==> src/rtl/tmc_uart_pkg.sv <==
// Shared types and helpers for the UART receive front-end.
package tmc_uart_pkg;

   typedef enum logic [1:0] {
      IDLE,
      START,
      DATA,
      STOP
   } rx_state_t;

   localparam int DATA_BITS = 8;

   // Mid-bit offset used to centre the start-bit resample.
   function automatic int half_bit(input int clks_per_bit);
      return clks_per_bit / 2;
   endfunction

endpackage

==> src/rtl/tmc_sync_fifo.sv <==
// Single-clock FIFO with a registered first-word-fall-through head, occupancy
// count and an overflow pulse for pushes that find the FIFO full.
module tmc_sync_fifo #(
   parameter  int WIDTH = 8,
   parameter  int DEPTH = 16,
   localparam int AW    = $clog2(DEPTH)
) (
   input  logic             clk,
   input  logic             rst,
   input  logic             push,
   input  logic [WIDTH-1:0] wr_data,
   input  logic             pop,
   output logic [WIDTH-1:0] head,
   output logic             empty,
   output logic [AW:0]      count,
   output logic             overflow
);

   logic [WIDTH-1:0] mem [DEPTH];
   logic [AW-1:0]    wr_ptr;
   logic [AW-1:0]    rd_ptr;
   logic [AW-1:0]    rd_next;
   logic [AW:0]      count_next;
   logic [WIDTH-1:0] head_next;
   logic             full;
   logic             do_push;
   logic             do_pop;

   assign full     = (count == (AW+1)'(DEPTH));
   assign do_pop   = pop & ~empty;
   // A pop in the same cycle frees the slot, so a push into a full FIFO still lands.
   assign do_push  = push & (~full | do_pop);
   assign overflow = push & full & ~do_pop;
   assign rd_next  = rd_ptr + AW'(do_pop);

   // NOTE: every combinational output gets a default first, so no path leaves it unassigned and no latch is inferred.
   always_comb begin
      count_next = count;
      if (do_push && !do_pop) begin
         count_next = count + (AW+1)'(1);
      end else if (do_pop && !do_push) begin
         count_next = count - (AW+1)'(1);
      end
   end

   always_comb begin
      head_next = mem[rd_next];
      if (count_next == '0) begin
         head_next = '0;
      end else if (do_push && (wr_ptr == rd_next)) begin
         head_next = wr_data;
      end
   end

   // NOTE: sequential state uses non-blocking assignments so all flops update together at the edge.
   always_ff @(posedge clk) begin
      if (rst) begin
         wr_ptr <= '0;
         rd_ptr <= '0;
         count  <= '0;
         empty  <= 1'b1;
         head   <= '0;
      end else begin
         if (do_push) begin
            wr_ptr <= wr_ptr + AW'(1);
         end
         rd_ptr <= rd_next;
         count  <= count_next;
         empty  <= (count_next == '0);
         head   <= head_next;
      end
   end

   // NOTE: storage is deliberately not reset; the pointers, count and registered head keep stale words invisible.
   always_ff @(posedge clk) begin
      if (do_push) begin
         mem[wr_ptr] <= wr_data;
      end
   end

endmodule

==> src/rtl/tmc_uart_rx_fifo.sv <==
// 8N1 UART receiver feeding a FWFT byte FIFO, with a strobe-edge pop and
// sticky framing/overflow flags for polling firmware.
module tmc_uart_rx_fifo
   import tmc_uart_pkg::*;
#(
   parameter  int CLKS_PER_BIT = 434,
   parameter  int DEPTH        = 16,
   localparam int AW           = $clog2(DEPTH)
) (
   input  logic          clk_clk,
   input  logic          reset_reset,
   input  logic          uart_rxd,
   output logic [7:0]    rx_char,
   output logic          rx_fifo_empty,
   input  logic          rx_fifo_read,
   output logic [AW:0]   rx_count,
   output logic          rx_frame_err,
   output logic          rx_overflow,
   input  logic          err_clear
);

   localparam int            BW          = $clog2(CLKS_PER_BIT);
   localparam logic [BW-1:0] FULL_RELOAD = BW'(CLKS_PER_BIT - 1);
   localparam logic [BW-1:0] HALF_RELOAD = BW'(half_bit(CLKS_PER_BIT) - 1);

   logic [1:0]           rxd_pipe;
   logic                 rxd_sync;
   rx_state_t            state_q;
   rx_state_t            state_next;
   logic [BW-1:0]        baud_cnt;
   logic                 baud_done;
   logic [2:0]           bit_cnt;
   logic                 bit_last;
   logic [DATA_BITS-1:0] data_q;
   logic                 load_half;
   logic                 load_full;
   logic                 shift_en;
   logic                 push;
   logic                 frame_evt;
   logic                 read_q;
   logic                 pop_req;
   logic                 fifo_overflow;

   assign rxd_sync  = rxd_pipe[1];
   assign baud_done = (baud_cnt == '0);
   assign bit_last  = (bit_cnt == 3'(DATA_BITS - 1));
   assign pop_req   = rx_fifo_read & ~read_q;

   always_ff @(posedge clk_clk) begin
      if (reset_reset) begin
         rxd_pipe <= 2'b11;
         read_q   <= 1'b1;
      end else begin
         rxd_pipe <= {rxd_pipe[0], uart_rxd};
         read_q   <= rx_fifo_read;
      end
   end

   always_ff @(posedge clk_clk) begin
      if (reset_reset) begin
         state_q <= IDLE;
      end else begin
         state_q <= state_next;
      end
   end

   always_comb begin
      state_next = state_q;
      case (state_q)
         IDLE:    if (!rxd_sync) state_next = START;
         START:   if (baud_done) state_next = rxd_sync ? IDLE : DATA;
         DATA:    if (baud_done && bit_last) state_next = STOP;
         STOP:    if (baud_done) state_next = IDLE;
         default: state_next = IDLE;
      endcase
   end

   always_comb begin
      load_half = 1'b0;
      load_full = 1'b0;
      shift_en  = 1'b0;
      push      = 1'b0;
      frame_evt = 1'b0;
      case (state_q)
         IDLE:  load_half = ~rxd_sync;
         START: load_full = baud_done & ~rxd_sync;
         DATA: begin
            shift_en  = baud_done;
            load_full = baud_done;
         end
         STOP: begin
            push      = baud_done & rxd_sync;
            frame_evt = baud_done & ~rxd_sync;
         end
         default: ;
      endcase
   end

   // Baud counter free-runs down to zero and holds; each state entry reloads it.
   always_ff @(posedge clk_clk) begin
      if (reset_reset) begin
         baud_cnt <= '0;
         bit_cnt  <= '0;
         data_q   <= '0;
      end else begin
         if (load_half) begin
            baud_cnt <= HALF_RELOAD;
         end else if (load_full) begin
            baud_cnt <= FULL_RELOAD;
         end else if (!baud_done) begin
            baud_cnt <= baud_cnt - BW'(1);
         end
         if (state_q != DATA) begin
            bit_cnt <= '0;
         end else if (shift_en) begin
            bit_cnt <= bit_cnt + 3'd1;
         end
         if (shift_en) begin
            data_q <= {rxd_sync, data_q[DATA_BITS-1:1]};
         end
      end
   end

   // A new error event outranks a coincident clear.
   always_ff @(posedge clk_clk) begin
      if (reset_reset) begin
         rx_frame_err <= 1'b0;
         rx_overflow  <= 1'b0;
      end else begin
         if (frame_evt) begin
            rx_frame_err <= 1'b1;
         end else if (err_clear) begin
            rx_frame_err <= 1'b0;
         end
         if (fifo_overflow) begin
            rx_overflow <= 1'b1;
         end else if (err_clear) begin
            rx_overflow <= 1'b0;
         end
      end
   end

   tmc_sync_fifo #(
      .WIDTH (DATA_BITS),
      .DEPTH (DEPTH)
   ) u_fifo (
      .clk      (clk_clk),
      .rst      (reset_reset),
      .push     (push),
      .wr_data  (data_q),
      .pop      (pop_req),
      .head     (rx_char),
      .empty    (rx_fifo_empty),
      .count    (rx_count),
      .overflow (fifo_overflow)
   );

endmodule

==> config.mk <==
export PLATFORM = sky130hd
export DESIGN_NAME = tmc_uart_rx_fifo
export DESIGN_NICKNAME = d
export VERILOG_FILES = /design/src/rtl/tmc_uart_pkg.sv /design/src/rtl/tmc_sync_fifo.sv /design/src/rtl/tmc_uart_rx_fifo.sv
export SDC_FILE = /design/constraint.sdc
export NUM_CORES = 1
export LEC_CHECK = 0
export BUFFER_PORTS_ARGS = -buffer_cell sky130_fd_sc_hd__clkbuf_2
export CAP_MARGIN = 30
export CORE_UTILIZATION = 50
export CTS_CLUSTER_DIAMETER = 100
export DETAILED_ROUTE_END_ITERATION = 7
export PLACE_DENSITY = 0.72
export SYNTH_ARGS = -nofsm -noshare
export SYNTH_HDL_FRONTEND = slang
export SYNTH_HIERARCHICAL = 1
export SYNTH_SLANG_ARGS = --single-unit
==> constraint.sdc <==
create_clock -name clk_clk -period 8 [get_ports clk_clk]
set_input_delay 2.4 -clock clk_clk [delete_from_list [all_inputs] [get_ports clk_clk]]
set_output_delay 2.4 -clock clk_clk [all_outputs]
set_load 0.02 [all_outputs]
After elaboration in Yosys (flattened, before gate mapping)
Memory sizes are Yosys's and may differ from the RTL's. A register that Yosys moved wholly into a read port is not among the register bits.
Cells that the tools add are included.

cells by class
  equality and inequality tests = 12
  reduce and logical (&&, ||, !) cells = 15
  add/sub/neg operators = 6
  mux-type cells = 21
  bitwise logic cells = 13

operators by type and width
  operator             number
  $mux 9               2
  $mux 2               5
  $mux 5               2
  $ne 2x2->1 const B   5
  $logic_not 9->1      1
  $mux 1               9
  $sub 9x1->9 const B  1
  $mux 8               1
  $pmux 2 s4           1
  $and 1x1->1          7
  $reduce_or 2->1      3
  $add 5x1->5 const B  1
  $eq 5x5->1 const B   1
  $logic_not 5->1      1
  $not 1->1            5
  $sub 5x1->5 const B  1
  $add 4x1->4          1
  $add 4x1->4 const B  1
  $eq 2x2->1 const B   2
  $reduce_and 4->1     1
  $reduce_bool 2->1    2
  $add 3x1->3 const B  1
  $eq 3x3->1 const B   1
  $logic_and 1x1->1    3
  other kinds (8)      9

word-level totals
  output and inout port bits = 16
  input bits = 5
  RAM bits = 128
  word-level logic and storage cells = 82
  memories = 1
  bits in registers = 41

memories
  name        depth  bits a word  read ports  clocked after memory_dff  wr ports  line                 text
  u_fifo.mem  16     8            1           1                         1         tmc_sync_fifo.sv:19  logic [WIDTH-1:0] mem [DEPTH];

Depth between registers and ports, before layout
Gate-level depths: netlist of the first run.

  word-level depth = 11
  mapped depth = 14

Hierarchy
Netlist of the first run, hierarchy kept.

by module, submodules not included
  module            cells an instance  area an instance (um^2)  instances
  tmc_sync_fifo     340                6005.8                   1
  tmc_uart_rx_fifo  148                1283.7                   1

Worst setup path before layout of the first run
No wires, ideal clock.

  path type = in2reg
  start point = input rx_fifo_read
  end point = register u_fifo.head[0] (read register of u_fifo.mem)
  data arrival time = 4.565 ns
  slack = 3.316 ns
  stages = 12
  library setup time = 0.119 ns
  path buffers = 3
  path through = nor2b_1 nand2b_1 buf_2 inv_1 ha_1 ha_1 buf_2 clkbuf_1 mux4_2 a22o_1 o21ai_0 a21oi_1

between the ends
  elaborated cells on any way between the ends = 13
  classes of those cells = add/sub (1); mux (2); bitwise (4); reduce/logical (6)

RTL lines
  item                         line                    text
  start, declared              tmc_uart_rx_fifo.sv:15  input logic rx_fifo_read,
  $and 1x1->1                  tmc_uart_rx_fifo.sv:47  assign pop_req = rx_fifo_read & ~read_q;
  $and 1x1->1                  tmc_sync_fifo.sv:30     assign do_pop = pop & ~empty;
  $add 4x1->4                  tmc_sync_fifo.sv:34     assign rd_next = rd_ptr + AW'(do_pop);
  named net u_fifo.rd_next[1]  tmc_sync_fifo.sv:22     logic [AW-1:0] rd_next;
  end, declared                tmc_sync_fifo.sv:13     output logic [WIDTH-1:0] head,

The timed path passes the listed nets, and every way through them passes these cells.
A chain may end at the register's enable or synchronous reset.

Worst setup path in the final report of the first run
  start point = input rx_fifo_read
  end point = register u_fifo.head[2] (read register of u_fifo.mem)

between the ends
  elaborated cells on any way between the ends = 13
  classes of those cells = add/sub (1); mux (2); bitwise (4); reduce/logical (6)

RTL lines
  item                         line                    text
  $and 1x1->1                  tmc_uart_rx_fifo.sv:47
  named net pop_req            tmc_uart_rx_fifo.sv:41  logic pop_req;
  $and 1x1->1                  tmc_sync_fifo.sv:30
  $add 4x1->4                  tmc_sync_fifo.sv:34
  named net u_fifo.rd_next[1]  tmc_sync_fifo.sv:22

The timed path passes the listed nets, and every way through them passes these cells.

==> results.txt, run 1 <==
Registers take 4820 um2. The final non-filler cell area came out at 8160 um2. The maximum number of pins on one net before global-route repair is 37. The total count of max-transition violations in the final report is 0.

The DRC marker count from the first detailed-route iteration came out at 268. Once detail routing completed, the nets flagged for antenna violations numbered 0. The number of global-route vias before repair is 4045. The first global-routing pass estimated 22600 um of wire. The remaining routing DRC violations is 0. Data on the critical path arrives at its endpoint at 5.18 ns. The total power after layout came out at 2040 uW. Buffers placed on the I/O ports in this run total 20.

0 antenna diodes ended up in the layout. The count of endpoints failing setup in the final report came out at 0. The number of hold violations in the final report came to 0. The element type at the critical path end is a register. The worst endpoint required time came out at 8.30 ns. The sequential share of the synthesized area is 66.2%. The routability congestion estimate came out at 0.840. The top cell types in the final layout, fill and taps aside, are sky130_fd_sc_hd__edfxtp_1 (128), sky130_fd_sc_hd__dfxtp_1 (49), sky130_fd_sc_hd__nor2_1 (39). The clock passes through at most 2 buffers. The detailed placer's ending HPWL came out at 8930 um. The post-synth net total came out at 508.

The switching fraction of total power came out at 22.5%. The post-place instance area came out at 7540 um2. The initial antenna violation count was 0. The count of synthesis-stage warnings from yosys is 6. The setup slack of the critical path after layout came out at 3.13 ns. The global router's overall resource usage is 20.9%.

The area of the core is 14000 um2. The layout cell share with drive strength beyond 1 came out at 19.9%. The headroom to the max-slew limit is 40.5%. At the later pin of the worst-skew pair, clock insertion delay measures 0.43 ns. The post-cts repair resize count came out at 0. The H-tree was split into 4 levels. The synthesis-stage register bit count came out at 177. The min-delay analysis places its worst path in the category reg -> reg.

The library cell used most frequently in the layout, excluding fill and tap cells, is sky130_fd_sc_hd__edfxtp_1. The vertical die dimension came out at 123 um. The worst-path maximum fanout is 34.

The netlist uses 55 different library cells. The TritonCTS buffer count is 17. The horizontal die dimension is 123 um.

In the synthesized netlist the dominant register cell turns out to be sky130_fd_sc_hd__edfxtp_1. Static timing analysis puts the maximum clock frequency at 205 MHz. The cell area that synthesis handed to floorplanning was 7290 um2. Max-cap violations in this run came to 0.

The first-pass iteration count of the detailed router came out at 4. Setup total negative slack on the finished layout was measured at 0 ns. The worst-margin pin slew is 0.893 ns. TritonCTS built the clock tree.

Setup repair after global routing left no endpoint under its margin. In this run the clock root is driven by a sky130_fd_sc_hd__clkbuf_16. The critical path in this run is classified as in -> reg. The clock drives 177 sinks. Cells fill 58.1% of the core in the end. In this run the power spent charging and discharging nets is 460 uW. The clock transition at the register clock pins on the worst setup and hold paths after CTS is 0.06 ns. The hold buffer count at cts is 0. The top-level port count came out at 21.

The worst setup timing slack at the placement stage is 2.69 ns. The worst clock skew came out at 0.0204 ns. Summing all multi-input logic gate instances after layout gives 2310 um2. After layout, the minimum clock period comes to 4.87 ns.

The internal cell power is 1580 uW. The final worst-path cycle share came out at 60.9%. The maximum resistive drop on vdd is 0.180 mV. STA classifies the critical path startpoint as an input pin. The run finished with clean final reports. The total overflow reported by the global router came out at 0.

The total detailed-routing wirelength is 14200 um. The cell row count came out at 43. In this run the static leakage power is 0.00276 uW.

The total power per unit cell area is 250 nW/um2. The number of instances in the synthesized netlist came out at 488. After synthesis, the mean cell area works out to 14.9 um2.

Summing over every cut layer, the via total after detailed routing is 4064. The starting density of the core came out at 51.9%. The clock share of power is 41.8%.

The net total in the final layout is 530. The growth of design area from synthesis to finish came out at 11.9%. In the routed layout, each cell is associated on average with a via count of 5.78. Of the total power, combinational logic draws 8.3%. The number of buffers inserted to repair setup after CTS is 0. Registers are responsible for 49.9% of the overall power. The proportion of register bits with asynchronous set or reset after synthesis came out at 0%.

The floorplan step defined a die boundary enclosing 15100 um2. The count of flip-flops with a built-in enable after synthesis is 128. The number of fill cells in the layout is 1096. In the final routed layout, each cell accounts on average for 20.1 um.
-- metrics by stage --
stage	instances	hold slack (ns)
finish	703	0.411
CTS	703	0.411
floorplan	488	0.389
global route	703	0.438
global placement	671	0.392
detailed placement	671	0.397
-- power by group through the flow --
stage               logic (uW)  registers, uW  clock network [uW]
floorplan                  151           1030                   0
global placement           165           1040                   0
detailed placement         172           1040                   0
CTS                        172           1020                 864
global route               192           1020                 901
finish                     170           1020                 854
-- cell usage after synthesis, types with 7 or more instances --
cell / number / area share [%]
sky130_fd_sc_hd__edfxtp_1: 128 / 53
sky130_fd_sc_hd__dfxtp_1: 49 / 13
sky130_fd_sc_hd__nor2_1: 39 / 2.0
sky130_fd_sc_hd__nand2_1: 34 / 1.8
sky130_fd_sc_hd__mux4_2: 32 / 9.9
sky130_fd_sc_hd__a21oi_1: 22 / 1.5
sky130_fd_sc_hd__a22o_1: 16 / 1.9
sky130_fd_sc_hd__o21ai_0: 16 / 1.1
sky130_fd_sc_hd__ha_1: 15 / 2.6
sky130_fd_sc_hd__inv_1: 11 / 0.57
sky130_fd_sc_hd__nand3_1: 10 / 0.69
sky130_fd_sc_hd__clkbuf_1: 9 / 0.46
sky130_fd_sc_hd__nand2b_1: 9 / 0.77
sky130_fd_sc_hd__xor2_1: 9 / 1.1
sky130_fd_sc_hd__nor3_1: 7 / 0.48
-- sequential cells by signal, indices dropped and copies added, names as in the netlist, named ones only --
name / flops
u_fifo/mem: 128
baud_cnt: 9
data_q: 8
u_fifo/head: 8
u_fifo/count: 5
u_fifo/rd_ptr: 4
u_fifo/wr_ptr: 4
bit_cnt: 3
rxd_pipe: 2
read_q: 1
rx_frame_err: 1
rx_overflow: 1
state_q: 1
u_fifo/empty: 1
-- cell type report --
class	count	share of cell area [%]
multi-input cells	278	28.3
clock inverters	7	1.17
flip-flops and latches	177	59.1
inverters	11	0.506
well taps	180	2.76
clock buffers	25	6.46
repair buffers	25	1.69
-- cell families (layout without fill, tap and decap cells) --
kind of cell | Yosys count | in the layout | synth area share (%)
flip-flops | 177 | 177 | 66.2
adder cells (fa/ha/maj) | 15 | 15 | 2.57
XOR/XNOR | 15 | 15 | 1.80
buffers and inverters | 33 | 68 | 2.23
multiplexers | 36 | 36 | 10.4
AND/OR/NAND/NOR | 135 | 135 | 9.66
AO/OA/AOI/OAI | 77 | 77 | 7.11
-- metal layers --
metal / wire [um] / global-route usage (%) / vias to the layer above
met1: 6370 / 29.2 / 2049
met5: 0 / 0 / -
met3: 646 / 4.04 / 17
met2: 6860 / 31.7 / 91
met4: 273 / 9.76 / 0
li1: - / - / 1907
-- final timing paths --
path | from | depth (start not counted) | end | slack (ns)
hold / removal | rxd_pipe[0] | 1 | rxd_pipe[1] | 0.41
setup reg to reg | baud_cnt[0] | 8 | u_fifo/mem[10][0] | 4.29
setup / recovery | rx_fifo_read | 10 | u_fifo/head[2] | 3.13
hold reg to reg | rxd_pipe[0] | 1 | rxd_pipe[1] | 0.41
-- worst max-delay path: stages --
cell	delay [ns]
sky130_fd_sc_hd__clkbuf_2	0.08
sky130_fd_sc_hd__nor2b_1	0.13
sky130_fd_sc_hd__nand2b_1	0.28
sky130_fd_sc_hd__inv_1	0.15
sky130_fd_sc_hd__ha_2	0.22
sky130_fd_sc_hd__ha_2	0.92
sky130_fd_sc_hd__mux4_2	0.45
sky130_fd_sc_hd__a22o_1	0.27
sky130_fd_sc_hd__o21ai_0	0.18
sky130_fd_sc_hd__a21oi_1	0.09
Power figures use the tool's default switching activity.
==> run 2, diff against run 1 <==
- PLACE_DENSITY: 0.72 -> 0.75
- clock period: 8 -> 4.1 ns (I/O delays scaled with it)
==> results.txt, run 2 (synthesis gave the netlist of run 1 again) <==
The layout cell share with drive strength beyond 1 came out at 20.6% (+0.76 points). Leaving out fill and tap cells, the most frequent cells in the layout are sky130_fd_sc_hd__edfxtp_1 (128), sky130_fd_sc_hd__dfxtp_1 (49), sky130_fd_sc_hd__nor2_1 (39). CTS placed an instance of sky130_fd_sc_hd__clkbuf_16 at the clock tree root. The growth of design area from synthesis to finish is 11.4%. The remaining routing DRC violations came out at 0 (unchanged).

The total detailed-routing wirelength came out at 14700 um (+3.7%). The met2 wirelength from detailed routing is 7110 um (+3.6%). The number of global-route vias before repair came out at 4328 (+7.0%). The maximum resistive drop on vdd is 0.363 mV (+100%). The clock transition at the register clock pins on the worst setup and hold paths after CTS came out at 0.06 ns (about the same). The first-pass iteration count of the detailed router came out at 4 (unchanged). The number of hold violations in the final report came out at 0 (unchanged).

The number of buffers on the longest clock path came out at 2 (unchanged). The worst endpoint required time came out at 4.15 ns (-4.15 ns). The area of the core was 14000 um2 (unchanged). The setup slack of the critical path after layout is 0.834 ns (-2.29 ns). The worst setup timing slack at the placement stage came out at 0.512 ns (-2.18 ns). The post-place instance area was 7570 um2 (+0.46%).

The internal cell power is 2900 uW (+83%). The peak clock frequency supported by timing came out at 306 MHz. The largest registers in the layout are u_fifo/mem x128, baud_cnt x9. The number of buffers inserted to repair setup after CTS is 0 (unchanged). The count of buffers inserted at the top-level ports came out at 20 (unchanged).

Setup repair after global routing left no endpoint under its margin. The switching power came to 932 uW (+100%). The starting density of the core came out at 51.9% (unchanged). The met3 wirelength from detailed routing is 881 um (+36%). The count of placed standard cells in the final layout, fillers left out came out at 708 (+0.71%). The clock latency reported for the late side of the worst-skew pair came out at 0.42 ns (about the same).

The die footprint is 15100 um2 (unchanged). The top-level port count came to 21 (unchanged). The global router's overall resource usage came to 21.6% (+0.69 points).

The sum of negative setup slack came out at 0 ns (unchanged). The headroom to the max-slew limit came out at 42.2% (+1.7 points). The final non-filler cell area is 8120 um2 (-0.44%). The global-route wire length before repair is 23600 um (+4.6%).

The initial antenna violation count is 0 (unchanged). The arrival time at the worst endpoint is 3.31 ns (-1.87 ns). The average routed wire per standard cell came out at 20.7 um (+3.0%).

The net total in the final layout came out at 535 (+0.94%). The total power per unit cell area came out at 472 nW/um2 (+89%). The worst setup path is launched from a register. The TritonCTS buffer count came out at 17 (unchanged). The switching fraction of total power is 24.3% (+1.8 points).

The horizontal die dimension came out at 123 um (unchanged). The tightest min-delay check is of the reg -> reg type. The highest metal layer carrying signal wires in the routed design is met4.

The detailed placer's ending HPWL was 9380 um (+5.1%). The count of H-tree levels built during CTS came out at 4 (unchanged). The worst setup path is of the reg -> reg kind.

The hold buffer count at cts came to 0 (unchanged). The placed cell count came out at 676 (+0.75%). The final worst-path cycle share came out at 79.7%. STA classifies the critical path endpoint as a register.

The worst clock skew is 0.00583 ns (-0.0145 ns). The cell row count came to 43 (unchanged). The part of the power in registers came out at 51.9% (+2.0 points). The combinational cell fraction of total power came out at 9.4% (+1.1 points). The flip-flop count of the largest register, all copies and words added came to 128 (unchanged). The remaining antenna violation count after routing is 0 (unchanged). The routed metal-1 wire length is 6420 um (+0.82%). The number of sinks driven by the clock tree is 177 (unchanged). The flow ran to the end, and the final reports show no timing, DRC or antenna violations. The worst-path maximum fanout came out at 10 (-71%). The leading cell type in the layout, fill and taps excluded is sky130_fd_sc_hd__edfxtp_1.

The maximum number of pins on one net before global-route repair is 37 (unchanged). The final critical delay including setup and external delays is 3.27 ns. The worst-margin pin slew is 0.865 ns (-0.0280 ns). The routability congestion estimate is 0.808 (-3.8%). The detailed-route via count is 4218 (+3.8%). TritonCTS built the clock tree. The total of max-cap violations came out at 0 (unchanged). The leakage power of the design was 0.00275 uW (-0.52%). The count of endpoints failing setup in the final report is 0 (unchanged).

The post-cts repair resize count came out at 0 (unchanged). The total overflow reported by the global router is 0 (unchanged). The total count of max-transition violations in the final report came out at 0 (unchanged). The number of diodes was 0 (unchanged).

The DRC marker count from the first detailed-route iteration was 392 (+46%). The via-per-instance ratio came out at 5.96 (+3.1%). The register with the most flip-flops in the final layout is u_fifo/mem. The worst hold slack is 0.420 ns (+0.00892 ns). The clock share of power came to 38.7% (-3.1 points). The vertical die dimension is 123 um (unchanged).
[run 2: final timing paths]
check / slack (ns) / to / startpoint / cells past startpoint
max: 0.83 / u_fifo/mem[15][6] / baud_cnt[1] / 8
min: 0.42 / rxd_pipe[1] / rxd_pipe[0] / 1
max reg2reg: 0.83 / u_fifo/mem[15][6] / baud_cnt[1] / 8
min reg2reg: 0.42 / rxd_pipe[1] / rxd_pipe[0] / 1
[run 2: final cells by class]
cell class / count / area (um2)
clock buffers: 20 / 467
clock inverters: 12 / 83.8
fillers: 1048 / 5920
inverters: 11 / 41.3
multi-input cells: 278 / 2300
flip-flops and latches: 177 / 4820
well taps: 180 / 225
repair buffers: 30 / 175
[run 2: stage by stage]
stage | power [uW] | util [%]
floorplan | 2310 | -
detailed placement | 2380 | 53.9
global route | 3970 | 57.8
finish | 3830 | 57.8
CTS | 3860 | 57.8
global placement | 2350 | 53.9
[run 2: critical path: stages (launching register included)]
cell and delay, ns:
sky130_fd_sc_hd__dfxtp_1 0.35, sky130_fd_sc_hd__inv_1 0.08, sky130_fd_sc_hd__ha_1 0.20, sky130_fd_sc_hd__nor3b_2 0.39, sky130_fd_sc_hd__and3_1 0.24, sky130_fd_sc_hd__and3_1 0.36, sky130_fd_sc_hd__a21boi_4 0.37, sky130_fd_sc_hd__nand2_1 0.24
sky130_fd_sc_hd__nor2_1 0.66
[run 2: layer usage]
metal,up-vias,GRT usage [%]
met4,0,7.62
met5,-,0
met3,19,5.67
li1,1921,-
met2,132,34.0
met1,2146,29.2
[run 2: power groups by stage]
stage | Clock (uW) | Combinational (uW) | Sequential, uW
floorplan | 0 | 295 | 2010
global placement | 0 | 327 | 2020
detailed placement | 0 | 353 | 2030
CTS | 1510 | 355 | 1990
global route | 1580 | 398 | 1990
finish | 1480 | 358 | 1990
